$ cat config.mk
export PLATFORM = sky130hd
export DESIGN_NAME = frame_popcount
export DESIGN_NICKNAME = d
export VERILOG_FILES = /design/src/rtl/frame_popcount.sv
export SDC_FILE = /design/constraint.sdc
export NUM_CORES = 1
export LEC_CHECK = 0
export CAP_MARGIN = 5
export CORE_MARGIN = 2
export CORE_UTILIZATION = 50
export DETAILED_ROUTE_END_ITERATION = 10
export DONT_BUFFER_PORTS = 1
export GPL_ROUTABILITY_DRIVEN = 0
export PLACE_DENSITY = 0.69
export SYNTH_ARGS = -nofsm -noshare
export SYNTH_HDL_FRONTEND = slang
export SYNTH_SLANG_ARGS = --single-unit
$ cat constraint.sdc
create_clock -name vclk -period 8.8
set_input_delay 1.76 -clock vclk [all_inputs]
set_output_delay 1.76 -clock vclk [all_outputs]
set_load 0.01 [all_outputs]
$ cat src/rtl/frame_popcount.sv
// rtl/frame_popcount.sv - Combinational population count of a W-bit vector
module frame_popcount #(
    parameter int W = 48
) (
    input  logic [W-1:0]             vec,
    output logic [$clog2(W+1)-1:0]   count
);

    localparam int CW = $clog2(W + 1);

    always_comb begin
        count = '0;
        for (int i = 0; i < W; i++) begin
            count = count + CW'(vec[i]);
        end
    end

endmodule

==> flow_summary.json <==
{
  "synth_top_family_by_area": "adder cells",
  "placed_area_um2": 1260,
  "synthDistinctLibCells": 12,
  "synth-simple-area-share_pct": 0.612,
  "tns_ns": 0,
  "rsz0062_at_grt": "no",
  "post_cts_buffers": 0,
  "initial_core_util_pct": 53.9,
  "synth_top_cell_area_share_pct": 63.7,
  "ios": 54,
  "drc": 0,
  "ys_top_cells_by_area": "fa_1 (64%), inv_1 (20%), ha_1 (10%)",
  "yosysTopAreaCell": "fa_1",
  "synth_xor_area_share_pct": 2.14,
  "fin_crit_sh_pct": 94.6,
  "ys_seq_area_share_pct": 0,
  "fmax_mhz": 120,
  "cp.depth": 16,
  "grt_max_degree": 5,
  "netlist_area_um2": 1230,
  "fin_nets": 223,
  "area.growth.synth_to_final_pct": 2.86,
  "synth_cells": 124,
  "vias_per_cell": 4.70,
  "globalRoute.totalOverflow": 0,
  "crit_arrival_ns": 6.57,
  "holdPathStages": 1,
  "syn_nets": 221,
  "die_area_um2": 2860,
  "synthAdderAreaFrac_pct": 73.9,
  "drive_gt1_share_pct": 1.61,
  "post_cts_resized": 0,
  "grt_pass1_wl_mm": 2.70,
  "holdPathEnd": "count[0]",
  "synth.avg_cell_area_um2": 9.89,
  "slew_headroom_pct": 79.6,
  "run_status": "complete, no violations",
  "tightest_slew_ns": 0.304,
  "path_buf_inv": 4,
  "synth_compound_area_share_pct": 3.78,
  "dr.pass1.iters": 3,
  "postLayoutCellArea_um2": 1260,
  "dp.final_hpwl_mm": 1.79,
  "antenna_found_initial": 0,
  "muxShareOfSynthArea_pct": 0,
  "grt_pass1_vias": 699,
  "hold_viol_final": 0,
  "crit_path_end_kind": "primary output",
  "crit_type": "input pin to primary output",
  "numPortBuffers": 0,
  "cp_slowest_cell": "fa_1",
  "cap_violations": 0,
  "wire_per_inst_um": 10.6,
  "design.seq.count": 0,
  "grt_use_total_pct": 12.6,
  "cp-start-kind": "input pin",
  "slowest_delay_ns": 0.54,
  "chipWidth_um": 53.5,
  "setup_viol": 0,
  "crit_family": "adder cells",
  "hold_path.class": "input pin to primary output",
  "dieHeight_um": 53.5,
  "core_area_um2": 2280,
  "nFillCells": 208,
  "antenna_left": 0,
  "seq_area_um2": 0,
  "clkbuf_count": 0,
  "drtIter0Drc": 2,
  "drt_wl_total_mm": 1.61,
  "path_max_fanout": 2,
  "rows": 17,
  "final_common_cell": "inv_1",
  "diodes": 0,
  "cts_hold_buf": 0,
  "final_cell_mix": "inv_1 (64), fa_1 (39), ha_1 (10)",
  "vias": 714,
  "drv_slew": 0,
  "hold_start": "vec[2]",
  "cp_cell_sequence": "inv_1, fa_1, inv_1, fa_1, fa_1, fa_1, fa_1, fa_1, inv_1, fa_1, inv_1, ha_1, fa_1, a21o_1, a21oi_2, xnor2_1",
  "path_common_cell": "fa_1",
  "fin_crit_ns": 8.33,
  "crit_required_ns": 7.04,
  "ys.warnings.count": 0
}
[how the worst max path moves through the flow]
stage | from | slack (ns) | end
after CTS | vec[0] | 0.43 | count[4]
after global routing | vec[0] | 0.35 | count[4]
after global placement | vec[0] | 0.54 | count[4]
final | vec[0] | 0.47 | count[4]
after floorplan | vec[0] | 0.63 | count[4]
after detailed placement | vec[0] | 0.43 | count[4]
[metal layers]
layer | track usage (%) | vias up | wire length, µm
li1 | - | 326 | -
met1 | 15.2 | 358 | 531
met2 | 25.3 | 30 | 964
met3 | 1.41 | 0 | 113
met4 | 0 | 0 | 0
met5 | 0 | - | 0
[cell usage after synthesis]
cell and instances:
a211o_1 1, a21o_1 1, a21oi_1 1, a21oi_2 1
fa_1 39, ha_1 10, inv_1 64, nor2_1 2
o211ai_1 1, o21ai_2 1, xnor2_1 2, xor2_1 1
[through the flow]
step	utilization, %	instances	hold slack, ns	setup slack, ns
floorplan	-	124	3.67	0.630
global placement	55.4	152	3.68	0.537
detailed placement	55.4	152	3.67	0.432
CTS	55.4	152	3.67	0.427
global route	55.4	152	3.68	0.352
finish	55.4	152	3.67	0.475
[logic make-up after synthesis]
group / Yosys count
AOI/OAI and AO/OA: 6
xor gates and xnor gates: 3
adders and majority gates: 49
buffers and inverters: 64
and+or+nand+nor: 2
[final cells by class]
class                      count  area [µm²]  area share [%]
inverter                      64         240            19.0
tap                           28        35.0            2.78
multi-input combinational     60         986            78.2
Power is not shown: default switching activity piles up to over one toggle a cycle in this logic, so the estimate is an artifact.
